## src/rtl/mult_div_unit.sv

```systemverilog
// Iterative multiply/divide unit: one product or quotient bit per clock, results in HI/LO.
// Signed ops run on magnitudes; signs are applied in a single fix-up cycle.
module mult_div_unit #(
    parameter int unsigned SIZE = 32
) (
    input  logic            clk,
    input  logic            rst_n,
    input  logic            start,
    input  logic [1:0]      op,
    input  logic [SIZE-1:0] operandA,
    input  logic [SIZE-1:0] operandB,
    output logic            busy,
    output logic            done,
    output logic [SIZE-1:0] hi,
    output logic [SIZE-1:0] lo,
    output logic            divZero
);

    localparam logic [1:0] StIdle = 2'd0;
    localparam logic [1:0] StRun  = 2'd1;
    localparam logic [1:0] StFix  = 2'd2;

    localparam int unsigned CntW = $clog2(SIZE);
    localparam logic [CntW-1:0] CntLast = CntW'(SIZE - 1);

    logic [1:0]        state_q, state_d;
    logic              is_div_q, is_div_d;
    logic [SIZE-1:0]   opnd_q, opnd_d;
    logic [2*SIZE-1:0] acc_q, acc_d;
    logic [CntW-1:0]   cnt_q, cnt_d;
    logic              neg_lo_q, neg_lo_d;
    logic              neg_hi_q, neg_hi_d;
    logic              dz_q, dz_d;
    logic [SIZE-1:0]   hi_q, hi_d;
    logic [SIZE-1:0]   lo_q, lo_d;
    logic              div_zero_q, div_zero_d;
    logic              done_q, done_d;

    logic              sign_a, sign_b;
    logic [SIZE-1:0]   mag_a, mag_b;
    logic [SIZE:0]     prod_sum;
    logic [2*SIZE-1:0] mul_next;
    logic [SIZE:0]     rem_shift, rem_diff;
    logic [2*SIZE-1:0] div_next;
    logic [SIZE-1:0]   rem, quo;

    assign sign_a = operandA[SIZE-1];
    assign sign_b = operandB[SIZE-1];
    assign mag_a  = (op[0] && sign_a) ? -operandA : operandA;
    assign mag_b  = (op[0] && sign_b) ? -operandB : operandB;

    // Multiply: acc holds {partial product, remaining multiplier bits}
    assign prod_sum = {1'b0, acc_q[2*SIZE-1:SIZE]} + (acc_q[0] ? {1'b0, opnd_q} : '0);
    assign mul_next = {prod_sum, acc_q[SIZE-1:1]};

    // Divide: acc holds {partial remainder, dividend bits shifting into quotient}
    assign rem_shift = {acc_q[2*SIZE-1:SIZE], acc_q[SIZE-1]};
    assign rem_diff  = rem_shift - {1'b0, opnd_q};
    assign div_next  = rem_diff[SIZE] ? {rem_shift[SIZE-1:0], acc_q[SIZE-2:0], 1'b0}
                                      : {rem_diff[SIZE-1:0], acc_q[SIZE-2:0], 1'b1};

    assign rem = acc_q[2*SIZE-1:SIZE];
    assign quo = acc_q[SIZE-1:0];

    always_comb begin
        state_d    = state_q;
        is_div_d   = is_div_q;
        opnd_d     = opnd_q;
        acc_d      = acc_q;
        cnt_d      = cnt_q;
        neg_lo_d   = neg_lo_q;
        neg_hi_d   = neg_hi_q;
        dz_d       = dz_q;
        hi_d       = hi_q;
        lo_d       = lo_q;
        div_zero_d = div_zero_q;
        done_d     = 1'b0;
        case (state_q)
            StIdle: begin
                if (start) begin
                    is_div_d = op[1];
                    cnt_d    = '0;
                    dz_d     = 1'b0;
                    neg_lo_d = op[0] & (sign_a ^ sign_b);
                    neg_hi_d = op[0] & sign_a & op[1];
                    state_d  = StRun;
                    if (op[1]) begin
                        acc_d  = {{SIZE{1'b0}}, mag_a};
                        opnd_d = mag_b;
                        if (operandB == '0) begin
                            // Fix-up passes acc through unchanged: hi = raw dividend, lo = ones
                            acc_d    = {operandA, {SIZE{1'b1}}};
                            neg_lo_d = 1'b0;
                            neg_hi_d = 1'b0;
                            dz_d     = 1'b1;
                            state_d  = StFix;
                        end
                    end else begin
                        acc_d  = {{SIZE{1'b0}}, mag_b};
                        opnd_d = mag_a;
                    end
                end
            end
            StRun: begin
                acc_d = is_div_q ? div_next : mul_next;
                cnt_d = cnt_q + 1'b1;
                if (cnt_q == CntLast) begin
                    state_d = StFix;
                end
            end
            StFix: begin
                if (is_div_q) begin
                    hi_d = neg_hi_q ? -rem : rem;
                    lo_d = neg_lo_q ? -quo : quo;
                end else begin
                    {hi_d, lo_d} = neg_lo_q ? -acc_q : acc_q;
                end
                div_zero_d = dz_q;
                done_d     = 1'b1;
                state_d    = StIdle;
            end
            default: state_d = StIdle;
        endcase
    end

    always_ff @(posedge clk or negedge rst_n) begin
        if (!rst_n) begin
            state_q    <= StIdle;
            is_div_q   <= 1'b0;
            opnd_q     <= '0;
            acc_q      <= '0;
            cnt_q      <= '0;
            neg_lo_q   <= 1'b0;
            neg_hi_q   <= 1'b0;
            dz_q       <= 1'b0;
            hi_q       <= '0;
            lo_q       <= '0;
            div_zero_q <= 1'b0;
            done_q     <= 1'b0;
        end else begin
            state_q    <= state_d;
            is_div_q   <= is_div_d;
            opnd_q     <= opnd_d;
            acc_q      <= acc_d;
            cnt_q      <= cnt_d;
            neg_lo_q   <= neg_lo_d;
            neg_hi_q   <= neg_hi_d;
            dz_q       <= dz_d;
            hi_q       <= hi_d;
            lo_q       <= lo_d;
            div_zero_q <= div_zero_d;
            done_q     <= done_d;
        end
    end

    assign busy    = (state_q != StIdle);
    assign done    = done_q;
    assign hi      = hi_q;
    assign lo      = lo_q;
    assign divZero = div_zero_q;

endmodule

```

## config.mk

```make
export PLATFORM = sky130hd
export DESIGN_NAME = mult_div_unit
export DESIGN_NICKNAME = d
export VERILOG_FILES = /design/src/rtl/mult_div_unit.sv
export SDC_FILE = /design/constraint.sdc
export NUM_CORES = 1
export LEC_CHECK = 0
export BUFFER_PORTS_ARGS = -buffer_cell sky130_fd_sc_hd__buf_2
export CORE_MARGIN = 4
export CORE_UTILIZATION = 35
export CTS_BUF_LIST = sky130_fd_sc_hd__clkbuf_4 sky130_fd_sc_hd__clkbuf_8
export DETAILED_ROUTE_END_ITERATION = 16
export PLACE_DENSITY_LB_ADDON = 0.1
export SETUP_SLACK_MARGIN = 0.02
export SLEW_MARGIN = 5
export SYNTH_ARGS = -nofsm -noshare
export SYNTH_HDL_FRONTEND = slang
export SYNTH_SLANG_ARGS = --single-unit
```

## constraint.sdc

```tcl
create_clock -name clk -period 8.71 [get_ports clk]
set_input_delay 1.742 -clock clk [delete_from_list [all_inputs] [get_ports clk]]
set_output_delay 1.742 -clock clk [all_outputs]
set_load 0.05 [all_outputs]
```

After elaboration in Yosys (flattened, before gate mapping)

Cells that the tools add are included.

Latch bits: 0
Memories kept: 0
Bits in read-only memories: 0
Word-level logic and storage cells: 67
Output and inout bits: 67
Register bits after elaboration: 173
Bits in writable memories: 0

Shifts and indexed selects: 0
Bitwise operators: 4
$mul: 0
Div/mod/pow operators: 0
Equality and inequality tests: 5
Magnitude comparators: 0
Multiplexer cells: 29
Reduce and logical (&&, ||, !) cells: 9
Add/subtract/negate cells: 8

Operators by type and width:

| cell                  | number |
|---|---|
| $mux W64              | 6 |
| $mux W32              | 8 |
| $neg A32 Y32          | 4 |
| $pmux W64 S2          | 1 |
| $neg A64 Y64          | 1 |
| $add A32 B32 Y33      | 1 |
| $sub A33 B32 Y33      | 1 |
| $logic_not A32 Y1     | 1 |
| $pmux W5 S2           | 1 |
| $mux W2               | 4 |
| $mux W1               | 7 |
| $reduce_and A2 Y1     | 3 |
| $add A5 B1 Y5 const B | 1 |
| $eq A5 B5 Y1 const B  | 1 |
| $mux W5               | 1 |
| $ne A2 B2 Y1 const B  | 2 |
| $pmux W2 S2           | 1 |
| $reduce_bool A2 Y1    | 2 |
| $and A1 B1 Y1         | 3 |
| $eq A2 B1 Y1 const B  | 1 |
| $eq A2 B2 Y1 const B  | 1 |
| $logic_and A1 B1 Y1   | 2 |
| $logic_not A2 Y1      | 1 |
| $xor A1 B1 Y1         | 1 |

Depth between registers and ports, before layout

Gate-level depths: netlist of run 1.

Word-level depth: 6
Depth in mapped cells: 14

Least setup slack after synthesis of run 1

No wires, ideal clock.

Path type: in2reg
From: input port operandB[4]
To: register acc_q[48]
Slack: 4213 ps
Stages on the path: 9
Data required time: 8623 ps
Arrival: 4410 ps
Buffers on the path: 2
Cells stage by stage: or4_1 or4b_1 nor3_1 nand4_1 nor3_1 clkbuf_1 buf_1 a22oi_1 o211ai_1

Cells in the longest elaborated chain, start to end: 5

RTL lines:

| element              | RTL line | RTL |
|---|---|---|
| from (decl)          | 11       | `input logic [SIZE-1:0] operandB,` |
| $logic_not A32 Y1    | 90       | `if (operandB == '0) begin` |
| $mux W64             | 90       |  |
| $mux W64             | 87       | `if (op[1]) begin` |
| $mux W64             | 80       | `if (start) begin` |
| $pmux W64 S2         | 78       | `case (state_q)` |
| to (signal assigned) | 131      | `acc_q <= '0;` |
| to (signal assigned) | 144      | `acc_q <= acc_d;` |
| to (decl)            | 29       | `logic [2*SIZE-1:0] acc_q, acc_d;` |

No other way between the ends. The select of a mux whose other input is x is not followed.
A chain may end at the register's enable or synchronous reset.

Final worst setup path of run 1

From: register acc_q[31]
To: register acc_q[48]

Cells in the longest elaborated chain, start to end: 4

RTL lines:

| element          | RTL line | RTL |
|---|---|---|
| $sub A33 B32 Y33 | 58       | `assign rem_diff = rem_shift - {1'b0, opnd_q};` |
| $mux W64         | 59       | `assign div_next = rem_diff[SIZE] ? {rem_shift[SIZE-1:0], acc_q[SIZE-2:0], 1'b0}` |
| $mux W64         | 105      | `acc_d = is_div_q ? div_next : mul_next;` |
| $pmux W64 S2     | 78       |  |

No other way between the ends.

==> results of run 1 <==
## cell families (layout without fill, tap and decap cells)
family	after synthesis	count (layout)	synth area share, %
AO/OA/AOI/OAI	628	628	26.4
XOR/XNOR	167	167	9.97
adder cells (fa/ha/maj)	72	72	6.24
buffers and inverters	171	252	4.50
flip-flops	173	173	29.5
multiplexers	67	67	4.68
AND/OR/NAND/NOR	578	578	18.7
## cell usage after synthesis (11+ instances only)
library cell	n
dfrtp_1	173
nor2_1	149
clkbuf_1	90
a21o_1	31
nor3_1	37
o21bai_1	11
nand2b_1	18
nand4_1	13
or2_2	11
nand2_1	209
a221oi_1	14
mux2i_1	54
ha_1	70
xnor2_1	90
o41ai_1	16
and2_1	14
nand3_1	20
or3_1	27
inv_1	62
o31ai_1	30
and3_1	14
nor4_1	16
or4_1	20
o211ai_1	34
mux2_2	13
xor2_1	77
o21a_1	13
a31oi_1	15
a21oi_1	150
a221o_1	11
o21ai_0	226
## final cells by class
cell class / count / area (um2) / share of cell area [%]
clock buffer: 22 / 290 / 1.79
clock inverter: 10 / 153 / 0.940
inverter: 62 / 233 / 1.43
multi-input combinational: 1512 / 9720 / 59.8
sequential: 173 / 4330 / 26.7
tap: 532 / 666 / 4.10
timing repair buffer: 158 / 857 / 5.28
## worst max-delay path by stage
stage	endpoint	cells after the start	startpoint
6_report	acc_q[48]	13	acc_q[31]
5_1_grt	acc_q[48]	13	acc_q[31]
4_1_cts	acc_q[38]	13	acc_q[31]
3_5_place_dp	acc_q[13]	9	operandB[4]
3_3_place_gp	acc_q[13]	9	operandB[4]
2_1_floorplan	acc_q[48]	9	operandB[4]
## power breakdown
part           switching (mW)  internal, mW  total, mW  leakage, nW
Combinational            2.76          1.77       4.52         4.61
Sequential              0.455          1.08       1.53         2.22
Clock                   0.354         0.318      0.672        0.223
## cells in the final DEF, fill, tap and decap left out, types with 13 or more instances in the layout
master	n
o21ai_0	226
or4_1	20
o211ai_1	34
mux2i_1	54
nand2_1	209
dfrtp_1	172
nor3_1	35
mux2_2	13
buf_4	23
and3_1	14
o31ai_1	30
a21oi_1	150
a221oi_1	14
or3_1	27
inv_1	61
o41ai_1	16
nand2b_1	17
nor4_1	16
nand4_1	13
xor2_1	77
o21a_1	13
a31oi_1	15
nand3_1	20
nor2_1	148
and2_1	14
clkbuf_8	21
ha_1	70
buf_2	134
a21o_1	31
xnor2_1	90
## per-stage QoR
stage	area, um2	worst slack [ps]	hold WS (ps)
floorplan	14700	4210	438
global placement	15800	3650	456
detailed placement	15800	3610	465
CTS	16200	3930	487
global route	16200	3690	513
finish	16200	3860	480
## sequential cells by signal (all words and copies together) (netlist names), 2 cells and up
name     cells
cnt_q        5
acc_q       64
state_q      2
opnd_q      32
lo          32
hi          32
## per-layer routing
metal  wire length, um  global-route usage (%)  vias to the layer above  share of wire (%)
met5                 0                       0                        -                  0
met4              2230                    9.95                        0                3.8
met3              3580                    5.02                       85                6.2
met2             25700                    39.3                      505                 44
met1             26600                    36.2                     6987                 46
li1                  -                       -                     6869                  -
## critical path, stage by stage, from the launching register on
cell,delay [ps]
dfrtp_1,470
inv_1,190
ha_1,270
fa_1,420
nor2b_1,190
o31ai_1,170
a31o_2,270
a21o_1,240
o311a_1,450
o21a_1,250
nor3_2,930
buf_4,490
mux2i_1,270
o211ai_1,110
==> results.ini, run 1 <==
[detailed_routing]
num_vias=14446
wl_per_cell_um=23.5
drt_iter0_drc=1146
drc=0
wirelength_um=58100
vias_per_cell=5.85
drt_pass1_iterations=5
antenna_left=0

[logic_synthesis]
synth_top_cell_by_area=dfrtp_1
syn_area_um2=14700
ys_seq_area_share_pct=29.5
ys_ff_latch=173
synth_cell_types=74
synth_warnings=0
synth_area_leaders=dfrtp_1 30%, o21ai_0 7.7%, ha_1 6.0%, xnor2_1 5.4%, nand2_1 5.3%
syn_inst=1856
syn_nets=1997
synth_edf_count=0
synth_top_flop_cell=dfrtp_1
syn_area_per_cell_um2=7.90
async_reset_ff_share_pct=100
synth_top_area_share_pct=29.5

[placed_design]
hpwlAfterDp_um=44200
place.gp.congestion=0.939
dpl.cell_count=2437
port_buffers=135

[power]
p_per_area_nw_per_um2=414
power_mw=6.73
leakage_nw=7.06
irDropWorstVdd_v=0.000165

[floorplan]
die_y_um=213
core_um2=41100
fp.dieArea_um2=45200
num_rows=74
start_util_pct=35.7
die_x_um=213
ioPinCount=136

[clock_network]
cts_root_buffer=clkbuf_8
clk_path_buf_depth=2
clk-insertion-delay-late_ps=580
cts_tree=built
post_cts_buffers=0
cts.sinks=173
cts_buffers=17
post_cts_resized=0
cts.clk_slew.worst_paths_ps=110
ctsHtreeMaxLevel=4
holdBufCountCts=0

[global_routing]
grt_max_degree=107
antenna_found_initial=0
grt_overflow=0
grt_pass1_vias=13752
grt_pass1_wl_um=88100
grtUsageTotal_pct=25.7

[critical_path]
start_kind=flop
cp_data_required_time_ps=9150
reg2reg_setup_slack_ps=3860
ff2ff_path_depth=13
path_class=flop to flop
endpoint_kind=flop
arrival_ps=5290
r2r_start=acc_q[31]
r2r-end=acc_q[48]
crit_path_max_fanout=18

[sta]
fin_tns_setup_ps=0
rsz0062_at_grt=no
max-slew-margin-rel_pct=11.3
setup-violations-final=0
worstMarginPinSlew_ps=1330
drv_slew=0
hold_viol=0
max_freq_ghz=0.206
fin_crit_sh_pct=55.7
min_period_ps=4850
clock_skew_ps=25.3

[min_path]
hold_depth=2
worstHoldPathType=flop to flop
whs_endpoint=lo[10]
min_from=lo[10]

[layout]
stdcell_count=2469
syn_to_final_growth_pct=10.8
drive_above_1_share_pct=12.0
nets=2065
fill_cells=4325
diodes=0
post-route-util_pct=39.5

[run]
drv_cap=0

[status]
outcome=completed

No activity file was read; power rests on OpenSTA's default activity.
==> run 2: changes to the inputs <==
Clock period 8.71 ns to 4.37 ns, I/O delays scaled along.
==> results.ini, run 2 (synthesis gave the netlist of run 1 again) <==
[critical_path]
start_kind=flop  ; unchanged
r2r_start=acc_q[0]  ; was acc_q[31]
worst-path-buf-inv=2  ; unchanged
cp_cell_sequence=inv_1, buf_12, nor2_1, ha_1, a211o_1, a211oi_1, or4b_2, o21ai_0, nor2_1, o21a_1, o2111ai_1, and3_1, o21ai_0  ; was inv_1, ha_1, fa_1, nor2b_1, o31ai_1, a31o_2, a21o_1, o311a_1, o21a_1, nor3_2, buf_4, mux2i_1, o211ai_1
ff2ff_path_depth=13  ; unchanged
path_delay_family=compound AO/OA/AOI/OAI gates  ; unchanged
cp-startpoint=acc_q[0]  ; was acc_q[31]
critPathSlowestCell=a211oi_1  ; was nor3_2
arrival_ps=4430  ; was 5290 ps
crit_path_max_fanout=31  ; was 18
reg2reg_setup_slack_ps=440  ; was 3860 ps
r2r-end=acc_q[60]  ; was acc_q[48]
path_class=flop to flop  ; unchanged
endpoint_kind=flop  ; unchanged
max_stage_delay_ps=610  ; was 930 ps
cp_data_required_time_ps=4870  ; was 9150 ps

[clock_network]
cts.clk_slew.worst_paths_ps=110  ; about the same
clk-insertion-delay-late_ps=590  ; was 580 ps
clk_path_buf_depth=2  ; unchanged
post_cts_resized=0  ; unchanged
cts_tree=built  ; unchanged
cts_root_buffer=clkbuf_8  ; unchanged
post_cts_buffers=0  ; unchanged
cts.sinks=173  ; unchanged
cts_buffers=17  ; unchanged
holdBufCountCts=0  ; unchanged
ctsHtreeMaxLevel=4  ; unchanged

[layout]
diodes=0  ; unchanged
drive_above_1_share_pct=14.7  ; was 12.0%
syn_to_final_growth_pct=13.7  ; was 10.8%
layout_commonest_cell=o21ai_0  ; unchanged
top_register=acc_q  ; unchanged
largest_reg_flops=64  ; unchanged
nets=2126  ; was 2065
post-route-util_pct=40.6  ; was 39.5%
final_cell_mix=226 x o21ai_0, 209 x nand2_1, 172 x dfrtp_1, 150 x a21oi_1, 148 x nor2_1  ; unchanged

[power]
p_clk_share_pct=8.9  ; was 10.0%
p_seq_share_pct=20.8  ; was 22.8%
leakage_nw=7.33  ; was 7.06 nW
power_switching_mw=7.26  ; was 3.56 mW
p_per_area_nw_per_um2=822  ; was 414 nW/um2
intPower_mw=6.44  ; was 3.16 mW
irDropWorstVdd_v=0.000341  ; was 0.000165 V
switching_share_pct=53.0  ; about the same
p_comb_share_pct=70.4  ; was 67.2%

[sta]
min_period_ps=3930  ; was 4850 ps
max-slew-margin-rel_pct=15.6  ; was 11.3%
worstMarginPinSlew_ps=1260  ; was 1330 ps
fin_crit_sh_pct=89.9  ; was 55.7%
hold_viol=0  ; unchanged
rsz0062_at_grt=no  ; unchanged
max_freq_ghz=0.254  ; was 0.206 GHz
setup-violations-final=0  ; unchanged
clock_skew_ps=23.1  ; was 25.3 ps
drv_slew=0  ; unchanged
fin_tns_setup_ps=0  ; unchanged

[detailed_routing]
drt_iter0_drc=1369  ; was 1146
drc=0  ; unchanged
vias_per_cell=5.84  ; was 5.85
num_vias=14784  ; was 14446
drt_pass1_iterations=5  ; unchanged
antenna_left=0  ; unchanged
wl_per_cell_um=23.5  ; about the same
wirelength_um=59400  ; was 58100 um

[global_routing]
grt_overflow=0  ; unchanged
grt_pass1_vias=14123  ; was 13752
grt_max_degree=81  ; was 107
antenna_found_initial=0  ; unchanged
grt_pass1_wl_um=89500  ; was 88100 um
grtUsageTotal_pct=26.2  ; was 25.7%

[run]
drv_cap=0  ; unchanged

[floorplan]
fp.dieArea_um2=45200  ; unchanged
die_y_um=213  ; unchanged
ioPinCount=136  ; unchanged
die_x_um=213  ; unchanged
core_um2=41100  ; unchanged
num_rows=74  ; unchanged
start_util_pct=35.7  ; unchanged

[placed_design]
place.gp.congestion=0.940  ; was 0.939
port_buffers=135  ; unchanged
hpwlAfterDp_um=46100  ; was 44200 um

[status]
outcome=completed  ; unchanged

[min_path]
worstHoldPathType=input port to asynchronous set/reset pin  ; was flop to flop

## run 2: cell types whose count changed in the layout (fill, tap and decap cells not counted), sizes merged
cell | previous run | this run
buf | 157 | 218
bufinv | 3 | 1
clkbuf | 23 | 20
clkinvlp | 1 | 4
inv | 64 | 66
## run 2: metal layers
| layer | track usage [%] | wire length [um] | part of all wire, % |
|---|---|---|---|
| met2 | 41.1 | 26800 | 45 |
| met3 | 4.39 | 3550 | 6.0 |
| met5 | 0 | 0 | 0 |
| met4 | 8.73 | 1750 | 2.9 |
| met1 | 36.9 | 27300 | 46 |
## run 2: cell type report
| type | count | area [um2] |
|---|---|---|
| Clock buffer | 19 | 249 |
| Clock inverter | 13 | 136 |
| Fill cell | 4352 | 24400 |
| Inverter | 62 | 233 |
| Multi-Input combinational cell | 1512 | 9720 |
| Sequential cell | 173 | 4330 |
| Tap cell | 532 | 666 |
| Timing Repair Buffer | 219 | 1340 |
## run 2: how the worst max path moves through the flow
stage	end	slack (ps)	cells past startpoint
3_3_place_gp	acc_q[63]	400	9
5_1_grt	acc_q[62]	240	13
4_1_cts	acc_q[62]	500	13
2_1_floorplan	acc_q[48]	740	9
6_report	acc_q[60]	440	13
3_5_place_dp	acc_q[63]	350	9
## run 2: power by group through the flow
stage          combinational, mW  clock, mW  sequential (mW)
5_1_grt                     10.5       1.31             2.91
6_report                    9.64       1.22             2.84
3_3_place_gp                9.47          0             2.86
4_1_cts                     9.54       1.26             2.83
3_5_place_dp                9.50          0             2.86
2_1_floorplan               6.51          0             2.75
## run 2: per-stage QoR
step / std cells / setup slack [ps] / power [mW] / instance area [um2] / hold slack [ps]
2_1_floorplan: 1856 / 741 / 9.26 / 14700 / 438
3_3_place_gp: 2498 / 395 / 12.3 / 16300 / 460
3_5_place_dp: 2498 / 355 / 12.4 / 16300 / 463
4_1_cts: 2530 / 497 / 13.6 / 16700 / 319
5_1_grt: 2530 / 239 / 14.7 / 16700 / 346
6_report: 2530 / 439 / 13.7 / 16700 / 319
==> run 3: changes to the inputs <==
--- a/config.mk
+++ b/config.mk
@@ -9,3 +9,3 @@
 export CORE_MARGIN = 4
-export CORE_UTILIZATION = 35
+export CORE_UTILIZATION = 40
 export CTS_BUF_LIST = sky130_fd_sc_hd__clkbuf_4 sky130_fd_sc_hd__clkbuf_8
--- a/constraint.sdc
+++ b/constraint.sdc
@@ -3,2 +3,2 @@
 set_output_delay 0.874 -clock clk [all_outputs]
-set_load 0.05 [all_outputs]
+set_load 0.1 [all_outputs]
==> results.ini, run 3 (synthesis gave the netlist of run 1 again) <==
[status]
outcome=completed  ; unchanged

[detailed_routing]
num_vias=14801  ; was 14784
drc=0  ; unchanged
drt_iter0_drc=1360  ; was 1369
wirelength_um=57000  ; was 59400 um
wl_per_cell_um=23.4  ; was 23.5 um
antenna_left=0  ; unchanged
vias_per_cell=6.07  ; was 5.84
drt_pass1_iterations=5  ; unchanged

[critical_path]
crit_path_max_fanout=7  ; was 31
path_class=flop to flop  ; unchanged
r2r_start=acc_q[31]  ; was acc_q[0]
worst-path-buf-inv=1  ; was 2
ff2ff_path_depth=12  ; was 13
path_depth=12  ; was 13
cp_cell_sequence=inv_1, ha_1, fa_1, nor2b_1, o31ai_1, a31o_2, a21o_1, o311a_1, o21a_1, or3_1, or4b_1, nand4_1  ; was inv_1, buf_12, nor2_1, ha_1, a211o_1, a211oi_1, or4b_2, o21ai_0, nor2_1, o21a_1, o2111ai_1, and3_1, o21ai_0
arrival_ps=4320  ; was 4430 ps
r2r-end=acc_q[63]  ; was acc_q[60]
path_delay_family=simple AND/OR/NAND/NOR gates  ; was compound AO/OA/AOI/OAI gates
start_kind=flop  ; unchanged
cp_data_required_time_ps=4810  ; was 4870 ps
endpoint_kind=flop  ; unchanged
reg2reg_setup_slack_ps=480  ; was 440 ps
critPathSlowestCell=or4b_1  ; was a211oi_1
max_stage_delay_ps=560  ; was 610 ps

[global_routing]
grt_max_degree=92  ; was 81
grt_pass1_wl_um=86800  ; was 89500 um
grtUsageTotal_pct=28.3  ; was 26.2%
grt_overflow=0  ; unchanged
grt_pass1_vias=14085  ; was 14123
antenna_found_initial=0  ; unchanged

[clock_network]
holdBufCountCts=0  ; unchanged
cts_root_buffer=clkbuf_8  ; unchanged
ctsHtreeMaxLevel=4  ; unchanged
cts_tree=built  ; unchanged
cts_buffers=17  ; unchanged
cts.sinks=173  ; unchanged
post_cts_buffers=0  ; unchanged
clk-insertion-delay-late_ps=510  ; was 590 ps
post_cts_resized=0  ; unchanged
clk_path_buf_depth=2  ; unchanged
cts.clk_slew.worst_paths_ps=110  ; about the same

[layout]
final_cell_mix=226 x o21ai_0, 209 x nand2_1, 172 x dfrtp_1, 150 x a21oi_1, 147 x nor2_1  ; was 226 x o21ai_0, 209 x nand2_1, 172 x dfrtp_1, 150 x a21oi_1, 148 x nor2_1
fill_cells=3602  ; was 4352
largest_reg_flops=64  ; unchanged
nets=2107  ; was 2126
layout_commonest_cell=o21ai_0  ; unchanged
drive_above_1_share_pct=13.9  ; was 14.7%
syn_to_final_growth_pct=12.3  ; was 13.7%
diodes=0  ; unchanged
top_register=acc_q  ; unchanged

[sta]
rsz0062_at_grt=no  ; unchanged
drv_slew=0  ; unchanged
hold_viol=0  ; unchanged
holdWs_ps=435  ; was 319 ps
clock_skew_ps=15.8  ; was 23.1 ps
min_period_ps=3890  ; was 3930 ps
max_freq_ghz=0.257  ; was 0.254 GHz
fin_crit_sh_pct=88.9  ; was 89.9%
worstMarginPinSlew_ps=1000  ; was 1260 ps
setup-violations-final=0  ; unchanged
fin_tns_setup_ps=0  ; unchanged
max-slew-margin-rel_pct=33.2  ; was 15.6%

[run]
drv_cap=0  ; unchanged

[power]
irDropWorstVdd_v=0.000334  ; was 0.000341 V
power_mw=13.7  ; about the same
p_per_area_nw_per_um2=832  ; was 822 nW/um2
leakage_nw=7.25  ; was 7.33 nW

[floorplan]
die_y_um=199  ; was 213 um
fp.dieArea_um2=39800  ; was 45200 um2
num_rows=69  ; was 74
start_util_pct=40.9  ; was 35.7%
die_x_um=199  ; was 213 um
ioPinCount=136  ; unchanged
core_um2=35800  ; was 41100 um2

[placed_design]
port_buffers=135  ; unchanged
place.gp.congestion=0.962  ; was 0.940
hpwlAfterDp_um=43700  ; was 46100 um

[min_path]
worstHoldPathType=input port to asynchronous set/reset pin  ; unchanged

run 3: cell count changes in the layout (fill, tap and decap cells not counted), moves of 2 or more:
cell	change
buf_4	-21
buf_12	+2
inv_6	+2
clkbuf_4	-2
inv_8	-3
run 3: worst max-delay path by stage:
| stage | startpoint | to |
|---|---|---|
| floorplan | operandB[4] | acc_q[48] |
| global placement | operandB[4] | acc_q[29] |
| detailed placement | operandB[4] | acc_q[63] |
| CTS | acc_q[31] | acc_q[63] |
| global route | acc_q[31] | acc_q[63] |
| finish | acc_q[31] | acc_q[63] |
run 3: metal layers:
layer / share of wire, % / GRT usage (%)
met5: 0 / 0
met1: 45 / 39.4
met4: 4.3 / 12.3
met3: 6.6 / 4.13
met2: 44 / 43.9
run 3: cell type report:
type	instances	area (um2)	share of cell area, %
tap	461	577	3.50
timing repair buffer	200	1220	7.42
multi-input combinational	1512	9720	59.0
sequential	173	4330	26.3
clock inverter	12	139	0.843
clock buffer	18	248	1.50
inverter	62	233	1.41
run 3: worst register-to-register path: stages, from the launching register on:
cell,delay [ps]
dfrtp_1,400
inv_1,110
ha_1,230
fa_1,400
nor2b_1,170
o31ai_1,180
a31o_2,270
a21o_1,190
o311a_1,410
o21a_1,250
or3_1,550
or4b_1,560
nand4_1,90
run 3: through the flow:
| stage | utilization, % | setup slack (ps) | cell area, um2 | cells |
|---|---|---|---|---|
| 2_1_floorplan | - | 741 | 14700 | 1856 |
| 3_3_place_gp | 44.9 | 443 | 16100 | 2408 |
| 6_report | 46.0 | 484 | 16500 | 2438 |
| 3_5_place_dp | 44.9 | 379 | 16100 | 2408 |
| 4_1_cts | 46.0 | 543 | 16500 | 2438 |
| 5_1_grt | 46.0 | 356 | 16500 | 2438 |
run 3: report_power, final:
part / switching (mW) / internal (mW) / total [mW] / leakage [nW]
combinational: 5.86 / 3.75 / 9.61 / 4.84
clock: 0.680 / 0.523 / 1.20 / 0.189
sequential: 0.739 / 2.15 / 2.89 / 2.22
total: 7.28 / 6.42 / 13.7 / 7.25
